===== src/rtl/tmr_vote_pkg.sv =====
// rtl/tmr_vote_pkg.sv - shared constants and majority helper for the TMR voter
package tmr_vote_pkg;

    localparam int WID_DEF   = 5;
    localparam int CNT_W_DEF = 8;

    // Two-of-three majority of single bits; the voter applies it bit by bit.
    function automatic logic maj3(input logic a, input logic b, input logic c);
        return (a & b) | (a & c) | (b & c);
    endfunction

endpackage


===== src/rtl/tmr_sat_cnt.sv =====
// rtl/tmr_sat_cnt.sv - saturating up-counter with synchronous active-high clear
module tmr_sat_cnt #(
    parameter int CNT_W = 8
) (
    input  logic             clk,
    input  logic             rst,
    input  logic             inc,
    output logic [CNT_W-1:0] count
);

    logic [CNT_W-1:0] count_q;
    logic [CNT_W-1:0] count_d;

    // Hold at all-ones instead of wrapping so a long fault run stays visible.
    always_comb begin
        count_d = count_q;
        if (inc && (count_q != {CNT_W{1'b1}})) begin
            count_d = count_q + CNT_W'(1);
        end
    end

    // Count register with reset taking priority.
    always_ff @(posedge clk) begin
        if (rst) begin
            count_q <= '0;
        end else begin
            count_q <= count_d;
        end
    end

    assign count = count_q;

endmodule


===== src/rtl/tmr_vote3.sv =====
// rtl/tmr_vote3.sv - registered bitwise TMR voter; VOTE_ERR_CNT_EN adds per-replica error counters
module tmr_vote3
    import tmr_vote_pkg::*;
#(
    parameter int WID   = WID_DEF,
    parameter int CNT_W = CNT_W_DEF
) (
    input  logic             clk,
    input  logic             rst,
    input  logic [WID-1:0]   I0,
    input  logic [WID-1:0]   I1,
    input  logic [WID-1:0]   I2,
    output logic [WID-1:0]   OUT,
    output logic [2:0]       mismatch,
    output logic             all_agree,
    output logic [CNT_W-1:0] err_cnt0,
    output logic [CNT_W-1:0] err_cnt1,
    output logic [CNT_W-1:0] err_cnt2
);

    logic [WID-1:0] out_q;
    logic [WID-1:0] out_d;
    logic [2:0]     mismatch_q;
    logic [2:0]     mismatch_d;
    logic           all_agree_q;
    logic           all_agree_d;

    // Vote each bit independently, then flag any replica that lost a vote on some bit.
    always_comb begin
        out_d = '0;
        for (int b = 0; b < WID; b++) begin
            out_d[b] = maj3(I0[b], I1[b], I2[b]);
        end
        mismatch_d[0] = |(I0 ^ out_d);
        mismatch_d[1] = |(I1 ^ out_d);
        mismatch_d[2] = |(I2 ^ out_d);
        all_agree_d   = ~(|mismatch_d);
    end

    // Output register: one cycle of latency, reset wins over the sampled inputs.
    always_ff @(posedge clk) begin
        if (rst) begin
            out_q       <= '0;
            mismatch_q  <= 3'b000;
            all_agree_q <= 1'b1;
        end else begin
            out_q       <= out_d;
            mismatch_q  <= mismatch_d;
            all_agree_q <= all_agree_d;
        end
    end

    assign OUT       = out_q;
    assign mismatch  = mismatch_q;
    assign all_agree = all_agree_q;

`ifdef VOTE_ERR_CNT_EN
    tmr_sat_cnt #(.CNT_W(CNT_W)) u_cnt0 (
        .clk   (clk),
        .rst   (rst),
        .inc   (mismatch_d[0]),
        .count (err_cnt0)
    );

    tmr_sat_cnt #(.CNT_W(CNT_W)) u_cnt1 (
        .clk   (clk),
        .rst   (rst),
        .inc   (mismatch_d[1]),
        .count (err_cnt1)
    );

    tmr_sat_cnt #(.CNT_W(CNT_W)) u_cnt2 (
        .clk   (clk),
        .rst   (rst),
        .inc   (mismatch_d[2]),
        .count (err_cnt2)
    );
`else
    assign err_cnt0 = '0;
    assign err_cnt1 = '0;
    assign err_cnt2 = '0;
`endif

endmodule


===== config.mk =====
export PLATFORM = sky130hd
export DESIGN_NAME = tmr_vote3
export DESIGN_NICKNAME = d
export VERILOG_FILES = /design/src/rtl/tmr_vote_pkg.sv /design/src/rtl/tmr_sat_cnt.sv /design/src/rtl/tmr_vote3.sv
export SDC_FILE = /design/constraint.sdc
export NUM_CORES = 1
export LEC_CHECK = 0
export CAP_MARGIN = 30
export CORE_UTILIZATION = 37
export DETAILED_ROUTE_END_ITERATION = 10
export PLACE_DENSITY = 0.84
export SLEW_MARGIN = 20
export SYNTH_ARGS = -nofsm -noshare
export SYNTH_HDL_FRONTEND = slang
export SYNTH_SLANG_ARGS = --single-unit

===== constraint.sdc =====
create_clock -name clk -period 1.48 [get_ports clk]
set_input_delay 0.148 -clock clk [delete_from_list [all_inputs] [get_ports clk]]
set_output_delay 0.148 -clock clk [all_outputs]
set_load 0.005 [all_outputs]

# Word level (Yosys, flattened, before mapping)
# Cells that the tools add are included.
[word_totals]
regBits = 9
latchBits = 0
ram_bits = 0
romBits = 0
elab_cells = 36
n_memories = 0
[classes]
n_addsub = 0
n_mul = 0
div = 0
order_cmp = 0
n_eq_ne = 0
shift = 0
n_mux = 0
bitwise_logic = 29
n_reduce_logical = 4
[op_table]
columns = ["cell", "n"]
rows = [
  ["bitwise AND 1 bit", 15],
  ["OR reduction 15 bit", 1],
  ["OR reduction 5 bit", 3],
  ["bitwise XOR 5 bit", 3],
  ["OR 1 bit", 10],
  ["inverter 1 bit", 1],
]

# Depth between registers and ports, before layout
# Gate-level depths: netlist of run 1.
[depth]
depth_word = 6
mapped_depth = 4
mapped_depth_nobuf = 4

# Least setup slack after synthesis of run 1
# OpenSTA, ideal clock, no wires.
[synth_path]
path_type = "in2reg"
from = "in I2[4]"
to = "reg all_agree_q, in the netlist all_agree"
setup_ns = 0.115
arrival_ns = 0.885
required_time_ns = 1.365
slack_ns = 0.480
stages = 4
n_path_buf = 0
cell_sequence = "or2b_1 -> mux2i_1 -> and4bb_1 -> a31o_1"
[synth_between]
elab_chain_cells = 6
[synth_lines]
columns = ["element", "line", "source"]
rows = [
  ["start, declared", "tmr_vote3.sv:12", "input logic [WID-1:0] I2,"],
  ["bitwise AND 1 bit", "tmr_vote_pkg.sv:9", "return (a & b) | (a & c) | (b & c);"],
  ["OR 1 bit (2 in a row)", "tmr_vote_pkg.sv:9", ""],
  ["bitwise XOR 5 bit, on equally long branches", "tmr_vote3.sv:34, tmr_vote3.sv:35, tmr_vote3.sv:36", ""],
  ["OR reduction 15 bit (*)", "tmr_vote3.sv:37", "all_agree_d = ~(|mismatch_d);"],
  ["inverter 1 bit (*)", "tmr_vote3.sv:37", ""],
  ["end signal, assigned", "tmr_vote3.sv:49", "all_agree_q <= all_agree_d;"],
  ["end, declared", "tmr_vote3.sv:25", "logic all_agree_q;"],
]
# Mark *: on every way between the ends. The rest lies on a longest branch, timed or not.
# A chain may end at the register's enable or synchronous reset.

# Worst setup path in the final report of run 1
# Same ends and word-level chain as after synthesis.

==> impl_metrics.ini, run 1 <==
[timing]
layout_min_cycle_time_ns = 1.349
hold_viol_final = 0
finalSetupViolCount = 0
drv_slew = 0
rsz0062_at_grt = false
fmax_mhz = 741.1
fin_crit_sh = 0.9117
worst_slack_ns = 0.1307

[place]
pre_cts_ws_ns = -0.1484
gp_congestion = 0.7895
placed_cell_area_um2 = 945.9
dp_hpwl_um = 1165
dp_cells = 142
io_buffers = 25

[clock_tree]
numCtsBuffers = 3
cts_buffer_depth = 2
cts_sinks = 9
path_clk_slew_ns = 0.07
cts_setup_buffers = 0
cts_tree = built
ctsHoldBuffers = 0
htreeDepth = 1
ctsResizeCount = 0
cts-root-buf = clkbuf_4

[pwr]
p_switching_w = 0.0001846
p_int_w = 0.0004785
pwr-share-comb = 0.307
seq_power_share = 0.400
worst_ir_drop_vdd_mv = 0.3187
power_w = 0.0006631
p_sw_frac = 0.2784
p_per_area_nw_per_um2 = 681.2
p_leak_nw = 0.4449
clkPwrFrac = 0.293

[worst_setup_path]
criticalPathCategory = input pin to flip-flop
cp_max_fo = 5
worstSetupStartpointType = input pin
cp.arrival_ns = 1.51
end_kind = flip-flop
required_ns = 1.64

[die]
io-pin-count = 50
die_h_um = 46.02
fp.coreArea_um2 = 1764
fp-row-count = 15
die_x_um = 46.02
die_area_um2 = 2118
start_util = 0.4064

[worst_hold_path]
hold_path.class = input pin to flip-flop
hold_depth = 3
min_from = I1[0]
min_delay_worst_endpoint = OUT[0]$_SDFF_PP0_

[cells_and_area]
seqCellArea_um2 = 180.2
finalNonFillerCells = 146
layout_common_cells = clkdlybuf4s50_1 (25), conb_1 (24), dfxtp_1 (9)
multiInputGateArea_um2 = 435.4
final_common_cell = clkdlybuf4s50_1
fin_area_um2 = 973.4
fin_nets = 139
final_util = 0.5518
fillers = 179
area_growth_pct = 35.78
num_antenna_cells = 0
layout-drive-gt1-share = 0.09091

[yosys]
synth_area_leaders = dfxtp_1 (25%), buf_4 (25%), mux2i_1 (7.0%), nand3b_1 (5.2%), a21oi_1 (4.2%)
synth.avg_cell_area_um2 = 8.147
ys_ff_latch = 9
synthCells = 88
seq_area_frac_synth = 0.2513
netlist_area_um2 = 716.9
synth_top_area_frac = 0.2513
ys_warn_count = 0
yosys.area.top_type = dfxtp_1
synth_cell_types = 25

[grt]
grt_max_degree = 10
grt_pass1_wl_um = 2159
grt_pass1_vias = 572
grt.total_usage = 0.1439
antenna_found_initial = 0
gr-total-overflow = 0

[drt]
wire_per_inst_um = 9.644
routed_wl_um = 1408
dr.pass1.iters = 2
via_per_inst = 4.425
initialDrtViolationCount = 10
drtAntennaViolNets = 0
drc = 0
vias = 646

[job]
drv_cap = 0

[outcome]
status = finished, final reports clean
-- flip-flops by register name (all words and copies together) (netlist names) --
name / cells
OUT: 5
all_agree: 1
mismatch: 3
-- power groups by stage --
stage                     clock, W  sequential (W)  combinational, W
final                     0.000194        0.000265          0.000204
after global routing      0.000218        0.000267          0.000228
after CTS                 0.000202        0.000266          0.000203
after detailed placement         0        0.000271          0.000203
after global placement           0        0.000270          0.000197
after floorplan                  0        0.000273          0.000124
-- cells in the mapped netlist --
cell type   n
a21o_1      3
and4bb_1    1
dfxtp_1     9
a21oi_1     6
buf_4      24
o221ai_1    1
a22oi_1     1
a31o_1      1
nor2_1      4
o21ai_0     4
inv_1       1
or2b_1      2
conb_1      1
or3b_1      3
nor4_1      1
nand4_1     2
nand3b_1    5
a21boi_0    1
mux2i_1     5
nor3_1      1
nand2b_1    4
or3b_2      1
nand2_1     5
buf_1       1
o21a_1      1
-- metrics by stage --
step	hold slack [ns]	TNS, ns
2_1_floorplan	0.2840	0
3_3_place_gp	0.7899	-0.1830
3_5_place_dp	0.8197	-0.2926
4_1_cts	0.5396	0
5_1_grt	0.5689	0
6_report	0.5455	0
-- cell families (layout without fill, tap and decap cells) --
logic type      count (synthesis)  after routing  synth area share
compound gates                 18             18            0.1571
buf+inv                        26             36            0.2618
flops                           9              9            0.2513
mux                             5              5           0.06981
other cells                     1             24          0.005231
simple gates                   29             29            0.2548
-- final cells by class --
cell class	count	area share
Clock inverter	1	0.005141
Inverter	1	0.003856
Sequential cell	9	0.1851
Multi-Input combinational cell	76	0.4473
Tap cell	25	0.03213
Timing Repair Buffer	31	0.3033
Clock buffer	3	0.02314
-- how the worst max path moves through the flow --
| stage | slack, ns | endpoint | cells after the start | startpoint |
|---|---|---|---|---|
| floorplan | 0.48 | all_agree$_SDFF_PP1_ | 4 | I2[4] |
| global placement | -0.12 | all_agree$_SDFF_PP1_ | 5 | I2[4] |
| detailed placement | -0.15 | all_agree$_SDFF_PP1_ | 5 | I2[4] |
| CTS | 0.13 | all_agree$_SDFF_PP1_ | 5 | I2[4] |
| global route | 0.06 | all_agree$_SDFF_PP1_ | 5 | I2[4] |
| finish | 0.13 | all_agree$_SDFF_PP1_ | 5 | I2[4] |
-- per-layer routing --
metal,track usage,wire length (um),vias up
met5,0,0,-
met4,0.08824,15,0
met2,0.2620,718,35
met1,0.1482,576,281
met3,0.02778,97,2
li1,-,-,328
-- worst max-delay path: stages --
cell and delay (ns):
clkdlybuf4s50_1 0.54, or2b_1 0.25, mux2i_1 0.13, and4bb_1 0.24, a31o_1 0.20
No activity file was read; power rests on OpenSTA's default activity.
==> inputs of run 2 (changes only) <==
- SETUP_SLACK_MARGIN: not set -> 0.05
==> results of run 2 <==
The final DEF is identical to that of run 1; final timing and power are the same.
